<file path="config.mk">
export PLATFORM = sky130hd
export DESIGN_NAME = goldschmidt_div
export DESIGN_NICKNAME = d
export VERILOG_FILES = /design/src/rtl/goldschmidt_div.sv
export SDC_FILE = /design/constraint.sdc
export NUM_CORES = 2
export LEC_CHECK = 0
export BUFFER_PORTS_ARGS = -buffer_cell sky130_fd_sc_hd__buf_2
export CAP_MARGIN = 20
export CORE_MARGIN = 10
export CORE_UTILIZATION = 45
export CTS_BUF_LIST = sky130_fd_sc_hd__clkbuf_4 sky130_fd_sc_hd__clkbuf_8 sky130_fd_sc_hd__clkbuf_16
export CTS_CLUSTER_DIAMETER = 200
export DETAILED_ROUTE_END_ITERATION = 8
export RECOVER_POWER = 50
export SETUP_SLACK_MARGIN = 0.02
export SLEW_MARGIN = 5
export SYNTH_ARGS = -nofsm -noshare
export SYNTH_HDL_FRONTEND = slang
export SYNTH_SLANG_ARGS = --single-unit
</file>
<file path="constraint.sdc">
create_clock -name clk -period 13.46 [get_ports clk]
set_input_delay 0 -clock clk [delete_from_list [all_inputs] [get_ports clk]]
set_output_delay 0 -clock clk [all_outputs]
set_load 0.005 [all_outputs]
</file>
<file path="src/rtl/goldschmidt_div.sv">
// Iterative Goldschmidt divider for normalised Q1.23 operands, producing a Q1.24 quotient.
// One time-shared 26x26 multiplier; an external reciprocal table supplies the seed factor.
module goldschmidt_div #(
    parameter int ITERS = 3
) (
    input  logic        clk,
    input  logic        rst_n,
    input  logic        in_valid,
    output logic        in_ready,
    input  logic [23:0] dividend,
    input  logic [23:0] divisor,
    output logic [3:0]  lut_index,
    input  logic [23:0] lut_div,
    output logic        out_valid,
    input  logic        out_ready,
    output logic [24:0] quotient,
    output logic        err
);

    localparam logic [2:0] IDLE    = 3'd0;
    localparam logic [2:0] SCALE_N = 3'd1;
    localparam logic [2:0] SCALE_D = 3'd2;
    localparam logic [2:0] ITER_N  = 3'd3;
    localparam logic [2:0] ITER_D  = 3'd4;
    localparam logic [2:0] DONE    = 3'd5;

    localparam logic [25:0] TWO     = 26'h2000000;  // 2.0 in Q2.24
    localparam logic [24:0] Q_SAT   = 25'h1FFFFFF;
    localparam logic [2:0]  ITERS_L = 3'(ITERS);

    logic [2:0]  state;
    logic [23:0] dividend_q;
    logic [23:0] divisor_q;
    logic [25:0] n_q;
    logic [25:0] d_q;
    logic [25:0] f_q;
    logic [2:0]  cnt;
    logic        err_q;
    logic [24:0] quot_q;

    logic [25:0] mul_a;
    logic [25:0] mul_b;
    logic [51:0] product;
    logic [25:0] prod_t;
    logic [2:0]  cnt_nx;
    logic [24:0] n_sat;

    // Operand select for the single shared multiplier; all operands are Q2.24.
    always_comb begin
        // NOTE: every output of a combinational block gets a default first, so no path infers a latch.
        mul_a = '0;
        mul_b = '0;
        case (state)
            SCALE_N: begin
                mul_a = {1'b0, dividend_q, 1'b0};
                mul_b = {2'b00, lut_div};
            end
            SCALE_D: begin
                mul_a = {1'b0, divisor_q, 1'b0};
                mul_b = {2'b00, lut_div};
            end
            ITER_N: begin
                mul_a = n_q;
                mul_b = f_q;
            end
            ITER_D: begin
                mul_a = d_q;
                mul_b = f_q;
            end
            default: ;
        endcase
    end

    // Q4.48 product truncated back to Q2.24.
    assign product = {26'd0, mul_a} * {26'd0, mul_b};
    assign prod_t  = 26'(product >> 24);
    assign cnt_nx  = cnt + 3'd1;
    assign n_sat   = n_q[25] ? Q_SAT : n_q[24:0];

    always_ff @(posedge clk or negedge rst_n) begin
        if (!rst_n) begin
            state      <= IDLE;
            dividend_q <= '0;
            divisor_q  <= '0;
            n_q        <= '0;
            d_q        <= '0;
            f_q        <= '0;
            cnt        <= '0;
            err_q      <= 1'b0;
            quot_q     <= '0;
        end else begin
            // NOTE: sequential state uses non-blocking assignments so every register samples pre-edge values.
            case (state)
                IDLE: begin
                    if (in_valid) begin
                        dividend_q <= dividend;
                        divisor_q  <= divisor;
                        cnt        <= '0;
                        err_q      <= 1'b0;
                        state      <= SCALE_N;
                    end
                end
                SCALE_N: begin
                    if (!divisor_q[23]) begin
                        // Unnormalised divisor: report a saturated quotient without iterating.
                        err_q  <= 1'b1;
                        quot_q <= Q_SAT;
                        state  <= DONE;
                    end else begin
                        n_q   <= prod_t;
                        state <= SCALE_D;
                    end
                end
                SCALE_D: begin
                    d_q   <= prod_t;
                    f_q   <= TWO - prod_t;
                    state <= ITER_N;
                end
                ITER_N: begin
                    n_q   <= prod_t;
                    state <= ITER_D;
                end
                ITER_D: begin
                    d_q <= prod_t;
                    f_q <= TWO - prod_t;
                    cnt <= cnt_nx;
                    if (cnt_nx < ITERS_L) begin
                        state <= ITER_N;
                    end else begin
                        quot_q <= n_sat;
                        state  <= DONE;
                    end
                end
                DONE: begin
                    if (out_ready) begin
                        state <= IDLE;
                    end
                end
                default: state <= IDLE;
            endcase
        end
    end

    assign in_ready  = (state == IDLE);
    assign out_valid = (state == DONE);
    assign quotient  = quot_q;
    assign err       = err_q;
    assign lut_index = divisor_q[22:19];

endmodule

</file>
==> reports/metrics.yaml <==
routing:
  wl_per_cell_um: 23.3
  drt-total-wl_um: 101000
  drtAntennaViolNets: 0
  viasPerCell: 5.54
  vias: 23900
  drc: 0
  firstDrtPassIters: 7
  drt-initial-drc-count: 2190
cts:
  clk_latency_ns: 0.44
  clk_root_buffer_cell: "clkbuf_16"
  post_cts_buffers: 0
  cts.sinks: 157
  cts_max_path_buffers: 2
  cts_tree: "done"
  path_clk_slew_ns: 0.06
  numCtsBuffers: 17
  htree_levels: 4
grt:
  grt_pass1_wl_um: 156000
  antenna_found_initial: 0
  grt_max_degree: 85
  grt_pass1_vias: 25200
  grtUsageTotal: 0.277
  overflow: 0
synthesis:
  yosys.area.top_type: "fa_1"
  synthFlopType: "dfrtp_1"
  synth_cells: 3379
  synth_area_leaders: "fa_1 (40%), dfrtp_1 (14%), inv_1 (8.2%)"
  synthesis.area_sq_um: 28900
  synth_edf_count: 0
  syn_nets: 4203
  syn_area_per_cell_sq_um: 8.55
  ys_types: 85
  yosys_warnings: 0
  synth_top_area_frac: 0.396
  seq_area_frac_synth: 0.136
  synth-async-reset-ratio: 1.00
  synth_seq_cells: 157
worst_hold_path:
  min_path_type: "input port to flop"
  holdPathStages: 5
setup_path:
  arrival_ns: 11.72
  critPathKind: "flop to flop"
  cp.depth: 35
  cpPeakStageDelay_ns: 0.86
  critPathSlowestCell: "a22o_1"
  cp.required_ns: 13.73
  crit_buf_inv: 9
  end_kind: "flop"
  cp-start-kind: "flop"
  reg2reg_depth: 35
  crit_family: "adder cells"
  cp_max_fo: 29
floorplanning:
  std_cell_rows: 92
  die_y_um: 273
  initial_core_util: 0.456
  coreArea_sq_um: 63300
  pin_count: 108
  dieArea_sq_um: 74700
  dieWidth_um: 273
timing:
  rsz0062_at_grt: "false"
  period_share: 0.851
  hold_violations: 0
  finalSetupViolCount: 0
  finalMaxSlewViolations: 160
  slew_headroom: -2.06
  skew_ns: 0.0109
  period_needed_ns: 11.45
  finalSetupTns_ns: 0
  worst_slew_pin_slew_ns: 4.59
  max_freq_ghz: 0.0873
layout:
  insertedDiodeCount: 0
  drive_above_1_share: 0.0726
  nNetsFinal: 4284
  syn2layout_area_growth_pct: 9.46
  fill_cells: 6175
place:
  dpl.hpwl_um: 80200
  port_buffers: 107
  gp_congestion: 1.03
run_status:
  outcome: "finished with violations"
  violations: "max-capacitance violations, max-slew violations"
run:
  drv_cap: 2
[cell usage in the layout (no fill, tap or decap), types with 50 or more instances in the layout]
cell type / netlist / routed
o21ai_0: 114 / 114
dfrtp_1: 157 / 157
a21oi_1: 99 / 98
buf_4: 4 / 85
nand2_1: 618 / 617
fa_1: 572 / 572
inv_1: 629 / 629
nor2_1: 443 / 442
dlygate4sd3_1: 0 / 50
buf_2: 1 / 75
ha_1: 176 / 176
[cell usage after synthesis, types with 4 or more instances]
| library cell | instances |
|---|---|
| fa_1 | 572 |
| nand2b_1 | 7 |
| o21bai_1 | 5 |
| clkbuf_1 | 168 |
| dfrtp_1 | 157 |
| o21ai_1 | 6 |
| buf_1 | 9 |
| a21oi_1 | 99 |
| a211oi_1 | 6 |
| xor2_1 | 16 |
| buf_4 | 4 |
| o211ai_1 | 5 |
| and2_1 | 10 |
| nor3b_1 | 4 |
| a22oi_1 | 26 |
| and3_1 | 8 |
| o21a_1 | 9 |
| nand3_1 | 12 |
| or2_2 | 5 |
| a221o_1 | 25 |
| or3_1 | 4 |
| nand2_1 | 618 |
| nor2_1 | 443 |
| a21o_1 | 13 |
| o21ai_0 | 114 |
| ha_1 | 176 |
| nand4_1 | 15 |
| nor3_1 | 15 |
| nor2b_1 | 5 |
| o31ai_1 | 9 |
| a22o_1 | 49 |
| nor4_1 | 8 |
| a221oi_1 | 24 |
| inv_1 | 629 |
| xnor2_1 | 27 |
[tightest hold or removal path: stages]
cell	delay, ns
buf_2	0.11
o31ai_1	0.06
nor2_1	0.08
a21oi_1	0.05
a21oi_1	0.11
[routing by layer]
layer,track usage,wire length [um],vias up
met4,0.114,4790,0
met3,0.0707,9520,219
li1,-,-,10500
met2,0.434,45700,1040
met5,0,0,-
met1,0.361,40800,12100
[through the flow]
step                      setup slack [ns]  instance area [sq um]  cells   util  hold slack (ns)
final                                 2.01                  31600   4317  0.499           0.0187
after CTS                             2.15                  31600   4315  0.499          0.00948
after global routing                  1.25                  31600   4317  0.499            0.109
after floorplan                       3.96                  28900   3379      -           -0.296
after global placement                2.28                  30600   4235  0.483            0.111
after detailed placement              2.20                  30600   4235  0.483            0.107
[worst paths after layout]
kind	from	to	slack, ns
max	state[1]	f_q[24]	2.01
min	in_valid	state[0]	0.02
max reg2reg	state[1]	f_q[24]	2.01
min reg2reg	quotient[13]	quotient[13]	0.48
max in group asynchronous	rst_n	f_q[25]	6.25
min in group asynchronous	rst_n	dividend_q[19]	1.76
[cells by family after synthesis]
kind of cell	after synthesis	synth area share
xor+xnor	44	0.0140
buf+inv	812	0.106
mux	7	0.00273
compound gates	430	0.101
simple gates	1181	0.167
fa+ha+maj	748	0.473
flops	157	0.136
[state kept, by name, summed over array words and instances (netlist names)]
register,flops
err,1
divisor_q,24
dividend_q,24
cnt,3
n_q,26
f_q,25
quotient,25
d_q,26
state,3
[layout make-up]
class                           count  area (sq um)  area share
Sequential cell                   157          3930       0.124
Multi-Input combinational cell   2410         22100       0.697
Timing Repair Buffer              245          1690      0.0533
Clock inverter                      6          40.0     0.00127
Inverter                          629          2360      0.0747
Clock buffer                       24           490      0.0155
Tap cell                          846          1060      0.0335
[timing repair]
item,CTS,global route
endpoints found under the hold margin,133,0
gates resized for setup,0,0
hold buffers,50,0
setup endpoints to repair,0,0
Power is not shown: default switching activity piles up to over one toggle a cycle in this logic, so the estimate is an artifact.
